==> src/rtl/alu_arbiter.sv <==
// Two-requester round-robin arbiter in front of one shared combinational ALU.
// Latency: response registered, visible 1 cycle after the request is accepted.
// Backpressure: rsp_* held while rsp_ready=0; no request is accepted while a response waits.
//
// Optional feature macro: ALU_ARB_PIPE_EN
//   defined   -> while the response drains (rsp_ready=1), a new request may be accepted in
//                that same cycle, giving 1 transaction/cycle.
//   undefined -> at most one transaction every 2 cycles.
//
// Ports:
//   clk, rst                       clock, synchronous active-high reset
//   reqN_valid/ready/a/b/op        requester N operand/opcode channel (N = 0, 1)
//   alu_a/alu_b/alu_op             operands driven to the shared ALU
//   alu_result/alu_zero            combinational ALU result and zero flag
//   rsp_valid/ready/id/result/zero registered response channel tagged with requester id
module alu_arbiter #(
    parameter int WIDTH = 32
) (
    input  logic             clk,
    input  logic             rst,
    input  logic             req0_valid,
    output logic             req0_ready,
    input  logic [WIDTH-1:0] req0_a,
    input  logic [WIDTH-1:0] req0_b,
    input  logic [3:0]       req0_op,
    input  logic             req1_valid,
    output logic             req1_ready,
    input  logic [WIDTH-1:0] req1_a,
    input  logic [WIDTH-1:0] req1_b,
    input  logic [3:0]       req1_op,
    output logic [WIDTH-1:0] alu_a,
    output logic [WIDTH-1:0] alu_b,
    output logic [3:0]       alu_op,
    input  logic [WIDTH-1:0] alu_result,
    input  logic             alu_zero,
    output logic             rsp_valid,
    input  logic             rsp_ready,
    output logic             rsp_id,
    output logic [WIDTH-1:0] rsp_result,
    output logic             rsp_zero
);

    typedef enum logic {
        IDLE = 1'b0,
        HOLD = 1'b1
    } state_t;

    state_t state, state_nxt;
    logic   last_grant;   // requester granted most recently; the other one wins a tie
    logic   arb_en;       // arbitration allowed this cycle
    logic   gnt_vld;      // some requester is asking
    logic   gnt;          // requester selected if arbitration is allowed
    logic   accept;       // a transaction is taken on this edge

    always_comb begin
        state_nxt  = state;
        arb_en     = 1'b0;
        gnt_vld    = 1'b0;
        gnt        = 1'b0;
        accept     = 1'b0;
        req0_ready = 1'b0;
        req1_ready = 1'b0;
        alu_a      = '0;
        alu_b      = '0;
        alu_op     = 4'b0000;

        case (state)
            IDLE: arb_en = 1'b1;
`ifdef ALU_ARB_PIPE_EN
            // The response register frees up this edge, so it can be refilled at once.
            HOLD: arb_en = rsp_ready;
`else
            HOLD: arb_en = 1'b0;
`endif
            default: arb_en = 1'b0;
        endcase

        // Nothing is accepted during the reset cycle; it would be lost anyway.
        if (rst) begin
            arb_en = 1'b0;
        end

        if (req0_valid && req1_valid) begin
            gnt_vld = 1'b1;
            gnt     = ~last_grant;
        end else if (req0_valid) begin
            gnt_vld = 1'b1;
            gnt     = 1'b0;
        end else if (req1_valid) begin
            gnt_vld = 1'b1;
            gnt     = 1'b1;
        end

        if (arb_en && gnt_vld) begin
            accept = 1'b1;
            if (gnt) begin
                req1_ready = 1'b1;
                alu_a      = req1_a;
                alu_b      = req1_b;
                alu_op     = req1_op;
            end else begin
                req0_ready = 1'b1;
                alu_a      = req0_a;
                alu_b      = req0_b;
                alu_op     = req0_op;
            end
        end

        if (accept) begin
            state_nxt = HOLD;
        end else if (state == HOLD && rsp_ready) begin
            state_nxt = IDLE;
        end
    end

    always_ff @(posedge clk) begin
        if (rst) begin
            state      <= IDLE;
            rsp_valid  <= 1'b0;
            rsp_id     <= 1'b0;
            rsp_result <= '0;
            rsp_zero   <= 1'b0;
            last_grant <= 1'b1;
        end else begin
            state <= state_nxt;
            if (accept) begin
                rsp_valid  <= 1'b1;
                rsp_id     <= gnt;
                rsp_result <= alu_result;
                rsp_zero   <= alu_zero;
                last_grant <= gnt;
            end else if (rsp_valid && rsp_ready) begin
                rsp_valid <= 1'b0;
            end
        end
    end

endmodule

==> config.mk <==
export PLATFORM = sky130hd
export DESIGN_NAME = alu_arbiter
export DESIGN_NICKNAME = d
export VERILOG_FILES = /design/src/rtl/alu_arbiter.sv
export SDC_FILE = /design/constraint.sdc
export NUM_CORES = 1
export LEC_CHECK = 0
export ABC_AREA = 1
export ABC_CLOCK_PERIOD_IN_PS = 1200
export BUFFER_PORTS_ARGS = -buffer_cell sky130_fd_sc_hd__buf_2
export CORE_AREA = 2 2 107 109
export DETAILED_ROUTE_END_ITERATION = 7
export DIE_AREA = 0 0 109 111
export GPL_TIMING_DRIVEN = 1
export MAX_ROUTING_LAYER = met4
export PLACE_DENSITY_LB_ADDON = 0.08
export SLEW_MARGIN = 20
export SYNTH_ARGS = -nofsm -noshare
export SYNTH_HDL_FRONTEND = slang
export SYNTH_SLANG_ARGS = --single-unit
==> constraint.sdc <==
create_clock -name clk -period 1.2 [get_ports clk]
set_clock_uncertainty 0.15 [all_clocks]
set_input_delay 0.06 -clock clk [delete_from_list [all_inputs] [get_ports clk]]
set_output_delay 0.06 -clock clk [all_outputs]
set_load 0.01 [all_outputs]
# --- Word-level counts from Yosys, hierarchy flattened ---
# Index checks and enable logic that the tools add are counted.
op_classes:
  n_shift: 0
  add_sub_neg: 0
  div: 0
  n_bitwise: 2
  magnitude_cmp: 0
  n_mux: 22
  reduce_logical: 6
  eq_ne: 0
  multipliers: 0
op_table:
  columns: ["operator", "n"]
  rows:
  - ["$mux 32", 4]
  - ["$mux 1", 15]
  - ["$mux 4", 2]
  - ["$logic_and 1x1->1", 4]
  - ["$reduce_bool 2->1", 2]
  - ["$not 1->1", 2]
  - ["$pmux 1 s2", 1]
word_totals:
  latch_bits: 0
  mem_bits_ro: 0
  inputBits: 174
  word_cells: 36
  output_inout_bits: 105
  reg_bits: 37
  mem_bits_rw: 0
  memories: 0

# --- Depth between registers and ports, before layout ---
logic_depth:
  depth_word: 6
  ltp_mapped: 7
  ltp_nobuf: 5

# --- Worst setup path before layout ---
# No wires, ideal clock.
synth_path:
  path_type: "flip-flop to output port"
  start: "register state"
  end: "output alu_a[13]"
  path_stages_with_launch: 6
  setup_slack_ns: -0.090
  t_arrival_ns: 1.080
  path_buffers: 2
  path_cell_list: "dfxtp_1 > nor2_4 > nand2_4 > buf_6 > buf_4 > a21oi_1"
synth_between:
  elab_chain_cells: 5
synth_rtl:
  columns: ["item", "line_no", "source"]
  rows:
  - ["start: declaration", "48", "state_t state, state_nxt;"]
  - ["start signal: assignment", "125", "state <= state_nxt;"]
  - ["$not 1->1", "67", "case (state)"]
  - ["$pmux 1 s2 (*)", "67", null]
  - ["$mux 1 (*)", "79", "if (rst) begin"]
  - ["$logic_and 1x1->1 (*)", "94", "if (arb_en && gnt_vld) begin"]
  - ["$mux 32 (*)", "94", null]
  - ["end: declaration", "31", "output logic [WIDTH-1:0] alu_a,"]
# Every way passes the cells marked *; elsewhere a longest branch is shown, timed or not.

# --- Worst setup path after layout ---
layout_path:
  start: "register last_grant"
  end: "output alu_b[23]"
layout_between:
  elab_chain_cells: 4
layout_rtl:
  columns: ["item", "line_no", "source"]
  rows:
  - ["start: declaration", "49", "logic last_grant;"]
  - ["start signal: assignment", "131", "last_grant <= gnt;"]
  - ["$not 1->1", "85", "gnt = ~last_grant;"]
  - ["$mux 1", "83", "if (req0_valid && req1_valid) begin"]
  - ["$mux 32", "96", "if (gnt) begin"]
  - ["$mux 32", "94", null]
  - ["end: declaration", "32", "output logic [WIDTH-1:0] alu_b,"]
# No other way between the ends.

==> metrics.md <==
| Metric | Value |
|---|---|
| Die Area | around 0.012 mm^2 |
| Hold Fails Final Rpt | 0 |
| CP Launch Type | flop |
| Crit path cell chain | nand2_8 > buf_12 > clkbuf_16 > nand3_1 > a21oi_1 > buf_2 |
| Area of the core | 0.01108 mm^2 |
| Hold Crit Class | input pin to flop |
| Violated checks | setup timing |
| Ratio of cells with drive above 1 in the final layout | ~62% |
| Number of global-route vias before repair | 3888 |
| Final global-route overflow total | 0 |
| Area leader, netlist | dfxtp_1 |
| Worst slew margin | approximately three quarters |
| Die Wd | around 110 um |
| Min Clock Period, post-route | 1.627 ns |
| R2r setup slk | -0.28 ns |
| Reg2reg end | rsp_result[21] |
| Crit. Startpoint | last_grant |
| Port Buffers | 278 |
| Largest net degree at the start of global routing | 34 |
| Synth warn | 0 |
| Hold path cells | 4 |
| Final hold slack | 0.1085 ns |
| Worst-path clk slew | 0.05 ns |
| LEAKAGE | 3.004 nW |
| Via count | 4239 |
| RSZ-0062 raised after global routing | yes |
| Max Cap Violations | 0 |
| Die H | 111 um |
| Layout Cells excl Fill | 882 |
| Antenna viol nets, final | 0 |
| Initial DRC Count | 333 |
| CP max FO | 11 |
| Outcome | complete, but fails checks |
| Crit path largest cell delay | between 0.3 and 0.4 ns |
| DR DRC count | 0 |
| Synthesized netlist cell count | 401 |
| Syn Nets | 575 |
| CP max stage cell | dfxtp_2 |
| Critical Path RT | 0.99 ns |
| Cell family with most CP delay | buffers and inverters |
| Max Buffers Root-to-Sink | 2 |
| Synth Area per Inst | 6.222 um^2 |
| Placed cells | 806 |
| Fillers | 1071 |
| DR WL/cell | 15.94 um |
| Synth Cell Area | 0.002495 mm^2 |
| Routed wl met2 | between 7000 and 8000 um |
| Max Transition Viols Final | 0 |
| Final worst slack | -0.4266 ns |
| Seq. cell area | 743.2 um^2 |
| Worst r2r path cells | 8 |
| Row cnt | 39 |
| Largest cells by area after synthesis | dfxtp_1, nand3_1, nand2_1 |
| Peak VDD IR | just under 0.0007 V |
| Tcrit/Tclk final | 135.6% |
| Starting Density | 22.52% |
| WP buf/inv | 3 |
| Final setup violation count | ~110 |
| Max Used Layer | met4 |
| Total global-route track usage | 20.77% |
| Worst setup endpoint | alu_b[23] |
| Startpoint of the worst register-to-register path | state |
| Total iterations of the first detailed-routing run | 6 |
| Routed vias/inst | 4.806 |
| Fmax | about 0.61 GHz |
| Placer congestion estimate | ~0.83 |
| Clock latency on the worst-skew pair | 0.27 ns |
| CTS sink count | 37 |
| Synth top area share | 29.69% |
| Hpwl dp | 9049 um |
| Total wire length | 14060 um |
| Nets@finish | 909 |
| Stages on the worst setup path | 6 |
| CTS Buf Count | 5 |
| H-tree depth | 2 |
| Distinct cells, synth | 16 |
| Io pins | between 200 and 300 |
| Initial antenna violation count | 4 |
| CTS Root Cell | clkbuf_16 |
| CTS tree | yes |
| Power Dens Cells | ~850 mW/mm^2 |
| CP Capture Type | output pin |
| Global-route wire length before repair | 19730 um |
| Met3 wire len | about 1100 um |
| Seq cells post-synth | 37 |
| Area Overhead vs Synth | 135.4% |
| WP data arrival | 1.42 ns |
| Multi-input combinational cell area | 0.002077 mm^2 |
| WS Path Type | flop to output pin |
| WL met1 | roughly 5500 um |
| Register area share after synthesis | 29.69% |
| Tightest Pin Transition | 0.3713 ns |
==> worst reg2reg max path: cells and delay by family, from the launching register on <==
family | cells | cell delay, ns
buffers and inverters | 4 | 0.52
flip-flops | 1 | 0.33
AND/OR/NAND/NOR | 4 | 0.38
==> cells in the final DEF (no fill, tap or decap), drive strengths merged <==
| master | instances |
|---|---|
| buf | 324 |
| nand3 | 137 |
| nand2 | 110 |
| a21oi | 69 |
| dfxtp | 37 |
| dlygate4sd3 | 34 |
| clkbuf | 17 |
| diode | 4 |
| inv | 4 |
| o21ai | 2 |
| nor2 | 1 |
==> cell families (layout without fill, tap and decap cells) <==
kind of cell,after synthesis,after routing,share of synthesized area (%)
AOI/OAI and AO/OA,71,71,15.75
DFF,37,37,29.69
buffers and inverters,46,379,9.428
and+or+nand+nor,247,248,45.14
other,0,4,0
==> worst min-delay path by stage <==
stage,startpoint,to,slack (ns)
floorplan,rsp_ready,rsp_valid,0.006
global placement,rsp_ready,rsp_valid,0.11
detailed placement,rsp_ready,rsp_valid,0.11
CTS,rst,last_grant,0.1
global route,rst,last_grant,0.14
finish,rst,last_grant,0.11
==> repair_timing <==
action	in CTS	in global routing
buffers inserted	7	9
gates resized for setup	55	76
pin swaps	7	35
endpoints found under the setup margin	80	107
hold endpoints to repair	35	0
hold buffers	34	0
gates cloned	5	12
==> metal layers <==
| metal | up-vias | track usage, % |
|---|---|---|
| li1 | 2051 | - |
| met1 | 1963 | 24.99 |
| met3 | 21 | 3.880 |
| met5 | - | - |
| met4 | 0 | 8.632 |
| met2 | 204 | 33.71 |
==> area by class of cell <==
type	count	area share, %
antenna	4	0.1704
clock buffer	7	2.429
inverter	4	0.2556
multi-input combinational	319	35.36
sequential	37	12.65
tap	143	3.046
timing repair buffer	368	46.08
==> registers in the layout (all words and copies together), names as in the netlist <==
name / cells
rsp_result: 32
last_grant: 1
rsp_id: 1
state: 1
rsp_valid: 1
rsp_zero: 1
==> synthesized netlist by cell type <==
master / instances
inv_2: 3
buf_4: 6
nand2_1: 105
buf_2: 14
o21ai_1: 2
clkbuf_1: 14
inv_1: 1
nand2_4: 2
a21oi_2: 10
a21oi_1: 59
nor2_4: 1
dfxtp_1: 37
buf_6: 3
nand3_1: 137
buf_1: 5
nand2_2: 2
==> where the power goes <==
part / internal (mW) / leakage [nW] / total, mW / switching (mW)
combinational: 1.16 / 2.63 / 2.28 / 1.12
sequential: 1.36 / 0.307 / 1.44 / 0.0844
clock: 0.815 / 0.0700 / 1.29 / 0.474
total: 3.33 / 3.00 / 5.01 / 1.68
==> through the flow <==
stage | cell area, um^2 | worst slack [ns] | power (mW) | setup TNS (ns) | util, %
finish | 5873 | -0.4266 | 5.013 | -33.42 | 53.02
CTS | 5229 | -0.4361 | 4.691 | -31.84 | 47.20
global placement | 4308 | -0.1683 | 3.040 | -8.225 | 38.89
floorplan | 2694 | -0.02634 | 2.302 | -0.3098 | -
global route | 5873 | -0.5018 | 5.268 | -39.96 | 53.02
detailed placement | 4308 | -0.1702 | 3.062 | -9.221 | 38.89
(Power assumes the default switching activity.)
